==> config.mk <==
export PLATFORM = sky130hd
export DESIGN_NAME = vedic_mul6_seq
export DESIGN_NICKNAME = d
export VERILOG_FILES = /design/src/rtl/vedic_mul6_seq.sv
export SDC_FILE = /design/constraint.sdc
export NUM_CORES = 1
export LEC_CHECK = 0
export ABC_AREA = 1
export CAP_MARGIN = 5
export CORE_AREA = 2 2 70 72
export DETAILED_ROUTE_END_ITERATION = 16
export DIE_AREA = 0 0 72 74
export HOLD_SLACK_MARGIN = 0.02
export PLACE_DENSITY_LB_ADDON = 0.15
export SLEW_MARGIN = 30
export SYNTH_ARGS = -nofsm -noshare
export SYNTH_HDL_FRONTEND = slang
export SYNTH_SLANG_ARGS = --single-unit
==> constraint.sdc <==
create_clock -name clk -period 9.3 [get_ports clk]
set_clock_uncertainty 0.05 [all_clocks]
set_input_delay 0.93 -clock clk [delete_from_list [all_inputs] [get_ports clk]]
set_output_delay 0.93 -clock clk [all_outputs]
set_load 0.02 [all_outputs]
==> src/rtl/vedic_mul6_seq.sv <==
// Sequential 6x6 unsigned multiplier that reuses one 3x3 Vedic core over four partial-product steps.
// Optional zero-slice step skipping is enabled by defining VEDIC_MUL6_SEQ_ZSKIP_EN.

module vedic3bit (
   input  logic [2:0] x,
   input  logic [2:0] y,
   output logic [5:0] p
);

   logic [2:0] c1_s, c2_s, c3_s, c4_s;

   // Vertically-and-crosswise column sums with ripple of column carries
   always_comb begin
      c1_s = {2'b00, x[1] & y[0]} + {2'b00, x[0] & y[1]};
      c2_s = {2'b00, x[2] & y[0]} + {2'b00, x[1] & y[1]} + {2'b00, x[0] & y[2]}
           + {2'b00, c1_s[1]};
      c3_s = {2'b00, x[2] & y[1]} + {2'b00, x[1] & y[2]} + {1'b0, c2_s[2:1]};
      c4_s = {2'b00, x[2] & y[2]} + {1'b0, c3_s[2:1]};
      p    = {c4_s[1:0], c3_s[0], c2_s[0], c1_s[0], x[0] & y[0]};
   end

endmodule

module vedic_mul6_seq (
   input  logic        clk,
   input  logic        rst_n,
   input  logic        start,
   input  logic [5:0]  a,
   input  logic [5:0]  b,
   output logic        ready,
   output logic        busy,
   output logic        done,
   output logic [11:0] product
);

   localparam logic [1:0] ST_IDLE = 2'd0;
   localparam logic [1:0] ST_MUL  = 2'd1;
   localparam logic [1:0] ST_DONE = 2'd2;

   logic [1:0]  state_q, state_d;
   logic [5:0]  a_q, a_d, b_q, b_d;
   logic [11:0] acc_q, acc_d;
   logic [1:0]  step_q, step_d;
   logic [11:0] product_q, product_d;
   logic        ready_q, ready_d, busy_q, busy_d, done_q, done_d;

   logic [2:0]  xs_s, ys_s;
   logic [5:0]  pp_s;
   logic [11:0] pp_ext_s, pp_sh_s, sum_s;
   logic        last_s;

`ifdef VEDIC_MUL6_SEQ_ZSKIP_EN
   logic [2:0]  nxt_s;

   function automatic logic step_live(input logic [5:0] av, input logic [5:0] bv,
                                      input logic [1:0] s);
      logic [2:0] xv, yv;
      case (s)
         2'd0:    begin xv = av[2:0]; yv = bv[2:0]; end
         2'd1:    begin xv = av[5:3]; yv = bv[2:0]; end
         2'd2:    begin xv = av[2:0]; yv = bv[5:3]; end
         default: begin xv = av[5:3]; yv = bv[5:3]; end
      endcase
      return (xv != 3'd0) && (yv != 3'd0);
   endfunction

   // Returns {none_left, index} of the first live step at or after 'from'
   function automatic logic [2:0] next_live(input logic [5:0] av, input logic [5:0] bv,
                                            input logic [2:0] from);
      logic       found;
      logic [1:0] idx;
      found = 1'b0;
      idx   = 2'd0;
      for (int i = 0; i < 4; i++) begin
         if (!found && (3'(i) >= from) && step_live(av, bv, 2'(i))) begin
            found = 1'b1;
            idx   = 2'(i);
         end
      end
      return {~found, idx};
   endfunction
`endif

   // Select operand slices and shift for the current step
   always_comb begin
      case (step_q)
         2'd0:    begin xs_s = a_q[2:0]; ys_s = b_q[2:0]; end
         2'd1:    begin xs_s = a_q[5:3]; ys_s = b_q[2:0]; end
         2'd2:    begin xs_s = a_q[2:0]; ys_s = b_q[5:3]; end
         default: begin xs_s = a_q[5:3]; ys_s = b_q[5:3]; end
      endcase
      pp_ext_s = {6'b000000, pp_s};
      case (step_q)
         2'd0:    pp_sh_s = pp_ext_s;
         2'd1,
         2'd2:    pp_sh_s = pp_ext_s << 3;
         default: pp_sh_s = pp_ext_s << 6;
      endcase
      sum_s = acc_q + pp_sh_s;
   end

   vedic3bit u_core (
      .x (xs_s),
      .y (ys_s),
      .p (pp_s)
   );

   // Next-state, datapath and registered-output decode
   always_comb begin
      state_d   = state_q;
      a_d       = a_q;
      b_d       = b_q;
      acc_d     = acc_q;
      step_d    = step_q;
      product_d = product_q;
      last_s    = 1'b0;
`ifdef VEDIC_MUL6_SEQ_ZSKIP_EN
      nxt_s     = 3'd0;
`endif
      case (state_q)
         ST_IDLE: begin
            if (start) begin
               a_d   = a;
               b_d   = b;
               acc_d = 12'd0;
`ifdef VEDIC_MUL6_SEQ_ZSKIP_EN
               nxt_s = next_live(a, b, 3'd0);
               if (nxt_s[2]) begin
                  state_d   = ST_DONE;
                  step_d    = 2'd0;
                  product_d = 12'd0;
               end else begin
                  state_d = ST_MUL;
                  step_d  = nxt_s[1:0];
               end
`else
               state_d = ST_MUL;
               step_d  = 2'd0;
`endif
            end else begin
               state_d = ST_IDLE;
            end
         end
         ST_MUL: begin
            acc_d = sum_s;
`ifdef VEDIC_MUL6_SEQ_ZSKIP_EN
            nxt_s  = next_live(a_q, b_q, {1'b0, step_q} + 3'd1);
            last_s = nxt_s[2];
            step_d = last_s ? 2'd0 : nxt_s[1:0];
`else
            last_s = (step_q == 2'd3);
            step_d = step_q + 2'd1;
`endif
            if (last_s) begin
               state_d   = ST_DONE;
               product_d = sum_s;
            end else begin
               state_d = ST_MUL;
            end
         end
         ST_DONE: begin
            state_d = ST_IDLE;
         end
         default: begin
            state_d = ST_IDLE;
         end
      endcase
      ready_d = (state_d == ST_IDLE);
      busy_d  = (state_d == ST_MUL) || (state_d == ST_DONE);
      done_d  = (state_d == ST_DONE);
   end

   // State and output registers
   always_ff @(posedge clk or negedge rst_n) begin
      if (!rst_n) begin
         state_q   <= ST_IDLE;
         a_q       <= 6'd0;
         b_q       <= 6'd0;
         acc_q     <= 12'd0;
         step_q    <= 2'd0;
         product_q <= 12'd0;
         ready_q   <= 1'b1;
         busy_q    <= 1'b0;
         done_q    <= 1'b0;
      end else begin
         state_q   <= state_d;
         a_q       <= a_d;
         b_q       <= b_d;
         acc_q     <= acc_d;
         step_q    <= step_d;
         product_q <= product_d;
         ready_q   <= ready_d;
         busy_q    <= busy_d;
         done_q    <= done_d;
      end
   end

   assign ready   = ready_q;
   assign busy    = busy_q;
   assign done    = done_q;
   assign product = product_q;

endmodule

**Word level (Yosys, flattened, before mapping)**

Cells that the tools add are included.

- Output and inout port bits: 15
- Bits in latches: 0
- Memories: 0
- Memory bits (read-only): 0
- Logic and storage cells: 55
- Flip-flop bits (word level): 43
- Memory bits (writable): 0
- Input bits: 15

- Bitwise operators: 9
- Reductions and logical operators: 11
- Magnitude comparators: 0
- $add $sub $neg: 9
- Equality and inequality tests: 7
- Mux-type cells: 10
- $mul: 0
- Divide/modulo/power cells: 0
- Shift operators: 0

Operator list:

| operator | count |
|---|---|
| 12-bit case mux with 2 select lines | 2 |
| 12-bit adder | 1 |
| 12-bit 2-to-1 mux | 1 |
| 1-bit bitwise AND | 9 |
| 2-bit case mux with 2 select lines | 2 |
| 1-bit by 1-bit adder with 2-bit output | 3 |
| 3-bit by 1-bit adder with 3-bit output | 2 |
| 2-bit by 1-bit == test with 1-bit output (second input constant) | 3 |
| 2-bit == test (second input constant) | 3 |
| 2-bit zero test | 3 |
| 3-bit 2-to-1 mux | 2 |
| 2-bit AND reduction | 3 |
| 2-bit OR reduction | 3 |
| 2-bit 2-to-1 mux | 2 |
| 3-bit by 2-bit adder with 3-bit output | 1 |
| 1-bit by 2-bit adder with 2-bit output | 1 |
| 2-bit by 1-bit adder with 2-bit output (second input constant) | 1 |
| 2-bit inequality test (second input constant) | 1 |
| 2-bit nonzero test | 1 |
| 1-bit logical OR | 1 |
| 1-bit 2-to-1 mux | 1 |

**Depth between registers and ports, before layout**

Gate-level depths: netlist of the first run.

- Depth in word-level cells: 12
- Mapped depth: 29
- Gate-level depth less buffers: 29

**Modules after synthesis**

From an unflattened synthesis of the first run, not the netlist that was laid out.

- Cells, all modules: 326
- Area, all modules: 2,705.1 µm²

By module, submodules not included:

| module | instances | sequential area each (µm²) | cells each | area an instance (µm²) |
|---|---|---|---|---|
| vedic_mul6_seq | 1 | 1,077.3 | 294 | 2,499.9 |
| vedic3bit | 1 | 0.0 | 32 | 205.2 |

**Worst setup path before layout of the first run**

No wires, ideal clock.

- Path kind: register to register
- Start: reg step_q[0]
- End: reg acc_q[6]
- Cell stages (with the launch flop): 24
- Library setup time: 117 ps
- Slack: 4,917 ps
- Clock period less this slack: 4,383 ps
- Path buffers: 0
- Arrival: 4,215 ps
- Required time: 9,133 ps
- Cells stage by stage: dfrtp_1 -> inv_1 -> ha_1 -> nor2_1 -> mux2i_1 -> nor2_1 -> ha_1 -> inv_1 -> fa_1 -> inv_1 -> ha_1 -> ha_1 -> fa_1 -> ha_1 -> inv_1 -> nand2_1 -> nand2_1 -> o22ai_1 -> ha_1 -> a21oi_1 -> nand2_1 -> or2_1 -> nand3_1 -> nand2_1

- Cells in the longest elaborated chain, start to end: 12
- Elaborated cells between the ends (all ways): 27
- Classes of those cells: 8 x add/sub; 2 x eq/ne; 4 x mux; 9 x bitwise; 4 x reduce/logical

Ends and longest elaborated chain:

| item | line | RTL |
|---|---|---|
| start, declared | 43 | `logic [1:0] step_q, step_d;` |
| start signal, assigned | 190 | `step_q <= step_d;` |
| 2-bit == test (tied with other cells) | 86, 93 |  |
| 2-bit OR reduction (no line) | -- |  |
| 3-bit 2-to-1 mux | 86 | `case (step_q)` |
| 1-bit bitwise AND | 15 | `c2_s = {2'b00, x[2] & y[0]} + {2'b00, x[1] & y[1]} + {2'b00, x[0] & y[2]}` |
| 1-bit by 1-bit adder with 2-bit output | 15 |  |
| 3-bit by 1-bit adder with 3-bit output | 15 |  |
| 3-bit by 1-bit adder with 3-bit output | 16 | `+ {2'b00, c1_s[1]};` |
| 3-bit by 2-bit adder with 3-bit output | 17 | `c3_s = {2'b00, x[2] & y[1]} + {2'b00, x[1] & y[2]} + {1'b0, c2_s[2:1]};` |
| 1-bit by 2-bit adder with 2-bit output | 18 | `c4_s = {2'b00, x[2] & y[2]} + {1'b0, c3_s[2:1]};` |
| 12-bit case mux with 2 select lines * | 93 | `case (step_q)` |
| 12-bit adder * | 99 | `sum_s = acc_q + pp_sh_s;` |
| 12-bit case mux with 2 select lines * | 120 | `case (state_q)` |
| end signal, assigned | 179 | `acc_q <= 12'd0;` |
| end signal, assigned | 189 | `acc_q <= acc_d;` |
| end, declared | 42 | `logic [11:0] acc_q, acc_d;` |

Every way passes the cells marked *; elsewhere a longest branch is shown, timed or not.
A chain may end at the register's enable or synchronous reset.

**Final worst setup path of the first run**

- Start: reg step_q[0]
- End: reg product_q[6], in the netlist product[6]

- Cells in the longest elaborated chain, start to end: 11
- Elaborated cells between the ends (all ways): 28
- Classes of those cells: 8 x add/sub; 3 x eq/ne; 3 x mux; 9 x bitwise; 5 x reduce/logical

Ends and longest elaborated chain:

| item | line | RTL |
|---|---|---|
| 2-bit == test (tied with other cells) | 86, 93 |  |
| 2-bit OR reduction (no line) | -- |  |
| 3-bit 2-to-1 mux | 86 |  |
| 1-bit bitwise AND | 15 |  |
| 1-bit by 1-bit adder with 2-bit output | 15 |  |
| 3-bit by 1-bit adder with 3-bit output | 15 |  |
| 3-bit by 1-bit adder with 3-bit output | 16 |  |
| 3-bit by 2-bit adder with 3-bit output | 17 |  |
| 1-bit by 2-bit adder with 2-bit output | 18 |  |
| 12-bit case mux with 2 select lines | 93 |  |
| 12-bit adder | 99 |  |
| end signal, assigned | 191 | `product_q <= product_d;` |
| end, declared | 44 | `logic [11:0] product_q, product_d;` |

Several ways; a longest one is shown, not always the timed one.

==> results of run 1 <==
-- cell type report --
class                      instances  area [um^2]  area share, %
clock buffer                       6         72.6           2.29
clock inverter                     2         60.1           1.90
inverter                          46          173           5.45
multi-input combinational        237         1430           45.1
sequential                        43         1080           34.0
tap                               54         67.6           2.13
timing repair buffer              29          288           9.09
-- metrics by stage --
stage,hold WS [ps],instance area [um^2]
2_1_floorplan,405,2710
3_3_place_gp,408,3030
3_5_place_dp,414,3030
4_1_cts,434,3160
5_1_grt,460,3170
6_report,429,3170
-- routing by layer --
layer | routed length (um) | GRT usage [%]
met3 | 170 | 4.34
met2 | 2570 | 38.9
met5 | 0 | 0
met1 | 2610 | 29.5
met4 | 72 | 6.92
-- sequential cells by signal (all words and copies together), names as in the netlist --
name,count
acc_q,12
product,12
a_q,6
b_q,6
state_q,2
step_q,2
busy,1
done,1
ready,1
-- cell families (layout without fill, tap and decap cells) --
kind of cell / Yosys count / after routing / share of synthesized area (%)
AO/OA/AOI/OAI: 29 / 29 / 6.00
XOR/XNOR: 4 / 4 / 1.57
flip-flops: 43 / 43 / 39.8
multiplexers: 12 / 12 / 5.27
adder cells (fa/ha/maj): 27 / 27 / 13.3
AND/OR/NAND/NOR: 165 / 165 / 26.6
buffers and inverters: 50 / 83 / 7.53
-- tightest hold or removal path: stages, from the launching register on --
cell and delay, ps:
dfrtp_1 340, nand2_1 50, nand2_1 50
-- path summary, 6_finish.rpt --
path | endpoint | slack [ps] | startpoint
max reg2reg | product[6] | 4400 | step_q[0]
min | product[10] | 430 | product[10]
max in group asynchronous | acc_q[10] | 8260 | rst_n
min in group asynchronous | product[8] | 550 | rst_n
min reg2reg | product[10] | 430 | product[10]
max | product[6] | 4400 | step_q[0]
-- cells in the final DEF (no fill, tap or decap), drive strengths merged, types with 2 or more instances in the layout --
cell,count
a21oi,7
bufinv,2
clkbuf,6
clkdlybuf4s50,28
dfrtp,42
fa,3
ha,24
inv,46
mux2,9
mux2i,3
nand2,105
nand3,24
nand4,4
nor2,28
o21ai,14
o22ai,6
or2,3
xor2,3
==> metrics.md, run 1 <==
| Metric | Value |
|---|---|
| Gr usage total | 22.7% |
| Seq/Total Area, Yosys | 39.8% |
| Count of pins over their slew limit | 0 |
| RSZ-0062 raised after global routing | no |
| Iter 0 DRT Violations | 73 |
| WL final | 5.42 mm |
| Nets | 404 |
| Die width | slightly above 70 um |
| Cell Area, Synth | between 2000 and 3000 um^2 |
| Fillers | between 300 and 400 |
| Post-DP HPWL | 4.15 mm |
| Fraction of layout cells with a size suffix above 1 | under 10% |
| CTS buffer count | 5 |
| Synth warn | 0 |
| Max-capacitance violation count | 0 |
| Syn nets | about 370 |
| Final setup viols | 0 |
| Crit start category | register |
| Worst reg2reg path depth | 23 |
| Worst path depth | 23 |
| Synthesized flop and latch total | 43 |
| CTS H-tree depth | 2 |
| Buffers on Ports | 29 |
| Global-route wire length before repair | slightly above 9 mm |
| Synth top area share | between 30 and 40% |
| Leading area contributor after synthesis | dfrtp_1 |
| Final period util | a little over half |
| Top-count cell post-synth | nand2_1 |
| Drt wl/cell | around 13 um |
| Starting Density | about three fifths |
| Overflow left after global routing | 0 |
| Non-Filler Instances | roughly 420 |
| Pre-CTS WS | roughly 4400 ps |
| Vias per cell | roughly 5.2 |
| Fin. Hold Viols | 0 |
| CTS root buf | clkbuf_8 |
| CP max-delay cell | fa_1 |
| Clock Sinks | 43 |
| Period minus WS final | about 5000 ps |
| Setup TNS | 0 ps |
| Asr flop ratio synth | 100% |
| Synth top area cells | dfrtp_1, nand2_1, ha_1 |
| Vias | approximately 2200 |
| Worst endpoint required time | ~9400 ps |
| Worst slew pin tran | ~630 ps |
| Core area | around 4600 um^2 |
| Commonest cells post-synth | nand2_1, inv_1, dfrtp_1 |
| Pin count of the biggest net entering global routing | 44 |
| Status | completed |
| Antenna-violating nets left | 0 |
| Row cnt | 25 |
| Post-synth EDFFs | 0 |
| Slew headroom | 58.0% |
| Synth-to-layout area growth | 16.9% |
| Synth Flop Type | dfrtp_1 |
| Crit. End Element | register |
| Worst path max stage delay | roughly 480 ps |
| CTS clk-pin slew, worst paths | about 80 ps |
| Die area | approximately 5300 um^2 |
| Yosys cell types | 32 |
| CP arrival | between 5000 and 6000 ps |
| Cell Count Post-Placement | around 400 |
| Final core occ | about 69% |
| CP Max Fanout | 5 |
| Gpl congestion | around 0.95 |
| Hold buffers post-CTS | 0 |
| ANT cells | 0 |
| Post-route setup slack | roughly 4400 ps |
| Hold path depth | 2 |
| Hold Crit Class | reg2reg |
| Die H | 74 um |
| CTS tree | yes |
| # DRC | 0 |
| Top Ports | 30 |
| Buf/Inv on CP | 4 |
| Setup CP Type | reg2reg |
| PostCTS Resize Cnt | 0 |
| Critical path's top delay family | adder cells |
| Setup bufs post-CTS | 0 |
| CTS Buffer Depth | 2 |
| Initial DRT Pass Iterations | 4 |
| Cells along the critical path | inv_1 -> ha_1 -> nor2_1 -> mux2i_1 -> nor2_1 -> ha_1 -> inv_1 -> fa_1 -> inv_1 -> ha_1 -> ha_1 -> fa_1 -> ha_1 -> inv_1 -> nand2_1 -> nand2_1 -> o22ai_1 -> ha_1 -> a21oi_1 -> nand2_1 -> or2_1 -> nand3_1 -> nand2_1 |
| Post-Syn Instances | between 300 and 400 |
| Syn_area_per_cell | ~8.2 um^2 |
| Top cell by count, worst path | ha_1 |
| Vias in the first global route | approximately 2100 |
| Worst-skew pair later-pin latency | 300 ps |
| Initial antenna violation count | 0 |
| Max Clock Freq | 204 MHz |
Power of run 1 is not shown: default switching activity piles up to over one toggle a cycle in this logic, so the estimate is an artifact.
==> inputs of run 2 (changes only) <==
--- a/config.mk
+++ b/config.mk
@@ -7,9 +7,9 @@
 export LEC_CHECK = 0
 export ABC_AREA = 1
 export CAP_MARGIN = 5
-export CORE_AREA = 2 2 70 72
+export CORE_AREA = 2 2 73 75
 export DETAILED_ROUTE_END_ITERATION = 16
-export DIE_AREA = 0 0 72 74
+export DIE_AREA = 0 0 75 77
 export HOLD_SLACK_MARGIN = 0.02
 export PLACE_DENSITY_LB_ADDON = 0.15
 export SLEW_MARGIN = 30
==> constraint.sdc (replaced) <==
create_clock -name clk -period 4.7 [get_ports clk]
set_clock_uncertainty 0.05 [all_clocks]
set_input_delay 0.47 -clock clk [delete_from_list [all_inputs] [get_ports clk]]
set_output_delay 0.47 -clock clk [all_outputs]
set_load 0.02 [all_outputs]
==> run 2 against run 1 <==
Flip-flop and latch count is the same. Wire length grew 17%. First-iteration DRC count grew to 3.3 times the previous value. Clock-buffer cell count is the same. Critical path depth grew 2. Via count grew 7.4%. Die area grew 8.4%. Cell area grew 8.5%. Maximum frequency grew 7.5%. Sequential share of layout area shrank 2.7 points. Highest routed layer unchanged.
==> metrics.md, run 2 (synthesis gave the netlist of run 1 again) <==
| Metric | Value |
|---|---|
| Max-capacitance violation count | 0 (unchanged) |
| CP Max Fanout | 5 (unchanged) |
| Max Clock Freq | 219 MHz (+7.5%) |
| Die area | 5780 um^2 (+8.4%) |
| Buffers on Ports | 29 (unchanged) |
| Commonest non-fill, non-tap cells in the layout | nand2_1, dfrtp_1, inv_1 |
| Slew headroom | 56.5% (-1.5 points) |
| Die width | 75 um (+4.2%) |
| Fraction of layout cells with a size suffix above 1 | 20.4% (+11 points) |
| Status | completed |
| Gr usage total | 21.6% (-1.1 points) |
| Fillers | 387 (-0.51%) |
| Final setup viols | 0 (unchanged) |
| CTS tree | yes |
| Hold Crit Class | in2async |
| Drt wl/cell | 14.3 um (+9.9%) |
| Iter 0 DRT Violations | 242 (+230%) |
| Gpl congestion | 0.896 (-5.3%) |
| Leading cell type in the layout, fill and taps excluded | nand2_1 |
| Hold buffers post-CTS | 0 (unchanged) |
| Nets | 413 (+2.2%) |
| Fin Hold WS | 93.1 ps (-336 ps) |
| Worst slew pin tran | 652 ps (+22.5 ps) |
| Final period util | 97.0% (+44 points) |
| Top Ports | 30 (unchanged) |
| CTS H-tree depth | 2 (unchanged) |
| Vias in the first global route | 2115 (+0.24%) |
| CTS clk-pin slew, worst paths | 90 ps (about the same) |
| Met3 wire len | 378 um (+120%) |
| Core area | 4980 um^2 (+8.2%) |
| Initial DRT Pass Iterations | 5 (+1) |
| CP arrival | 4700 ps (-350 ps) |
| # DRC | 0 (unchanged) |
| DR top layer | met4 |
| Worst-skew pair later-pin latency | 300 ps (about the same) |
| CTS root buf | clkbuf_8 |
| Pin count of the biggest net entering global routing | 44 (unchanged) |
| Vias | 2317 (+7.4%) |
| Crit. End Element | register |
| Period minus WS final | 4560 ps (-344 ps) |
| WL final | 6.32 mm (+17%) |
| CTS Buffer Depth | 2 (unchanged) |
| Starting Density | 54.4% (-4.5 points) |
| WL met2 | 3.06 mm (+19%) |
| Vias per cell | 5.24 (+1.3%) |
| Antenna-violating nets left | 0 (unchanged) |
| Setup TNS | 0 ps (unchanged) |
| Row cnt | 26 (+4.0%) |
| CTS buffer count | 5 (unchanged) |
| Overflow left after global routing | 0 (unchanged) |
| Area after DPL | 3080 um^2 (+1.7%) |
| Post-DP HPWL | 4.19 mm (+1.0%) |
| Die H | 77 um (+4.1%) |
| Synth-to-layout area growth | 26.8% |
| Clock Sinks | 43 (unchanged) |
| Met1 WL | 2.73 mm (+4.5%) |
| Worst endpoint required time | 4840 ps (-4600 ps) |
| Crit start category | register |
| Final Cell Area | 3440 um^2 (+8.5%) |
| Global-route wire length before repair | 9.56 mm (+4.3%) |
| ANT cells | 0 (unchanged) |
| Count of pins over their slew limit | 0 (unchanged) |
| Initial antenna violation count | 0 (unchanged) |
| Fin. Hold Viols | 0 (unchanged) |
| Setup CP Type | reg2reg |
run 2: metrics by stage:
stage          util, %  std cells  setup WS (ps)
6_report          69.0        442            142
3_3_place_gp      61.9        429          -43.8
5_1_grt           69.0        442          -67.2
2_1_floorplan        -        330            317
4_1_cts           64.8        438           14.2
3_5_place_dp      61.9        429           -157
run 2: final cells by class:
| cell class | count | area [um^2] | area share [%] |
|---|---|---|---|
| multi-input combinational | 237 | 1630 | 47.3 |
| sequential | 43 | 1080 | 31.4 |
| timing repair buffer | 38 | 355 | 10.3 |
| inverter | 46 | 173 | 5.03 |
| tap | 70 | 87.6 | 2.55 |
| clock buffer | 6 | 82.6 | 2.40 |
| clock inverter | 2 | 35.0 | 1.02 |
run 2: worst max-delay path: stages, from the launching register on:
cell and delay (ps):
dfrtp_1 420, inv_2 80, ha_4 180, nor2_4 180
mux2i_2 290, nor2_1 70, ha_1 280, inv_1 50
fa_2 340, inv_1 60, ha_1 220, ha_2 190
fa_1 500, ha_4 190, inv_1 70, nand2_2 90
nand2_4 110, o22ai_4 80, ha_4 300, nand2_1 90
nor2_2 170, nand3_2 120, nand3_1 100, nand2_1 70
nand3_1 80, nand2_1 60
run 2: worst paths after layout:
kind / slack (ps) / to / start / cells after the start
setup reg to reg: 140 / acc_q[10] / step_q[1] / 25
hold / removal: 90 / acc_q[6] / rst_n / 1
hold reg to reg: 430 / product[10] / product[10] / 2
setup / recovery: 140 / acc_q[10] / step_q[1] / 25
min in group clk: 430 / product[10] / product[10] / 2
max in group asynchronous: 4130 / ready / rst_n / 1
run 2: routing by layer:
layer | global-route usage [%] | up-vias
li1 | - | 1131
met1 | 30.5 | 1090
met2 | 32.7 | 81
met3 | 5.39 | 15
met4 | 6.25 | 0
met5 | 0 | -
run 2: timing repair:
item	in CTS	in global routing
setup endpoints to repair	14	15
buffers inserted	1	4
pin swaps	0	21
resized for setup	5	41
Power of run 2 is left out for the same reason.
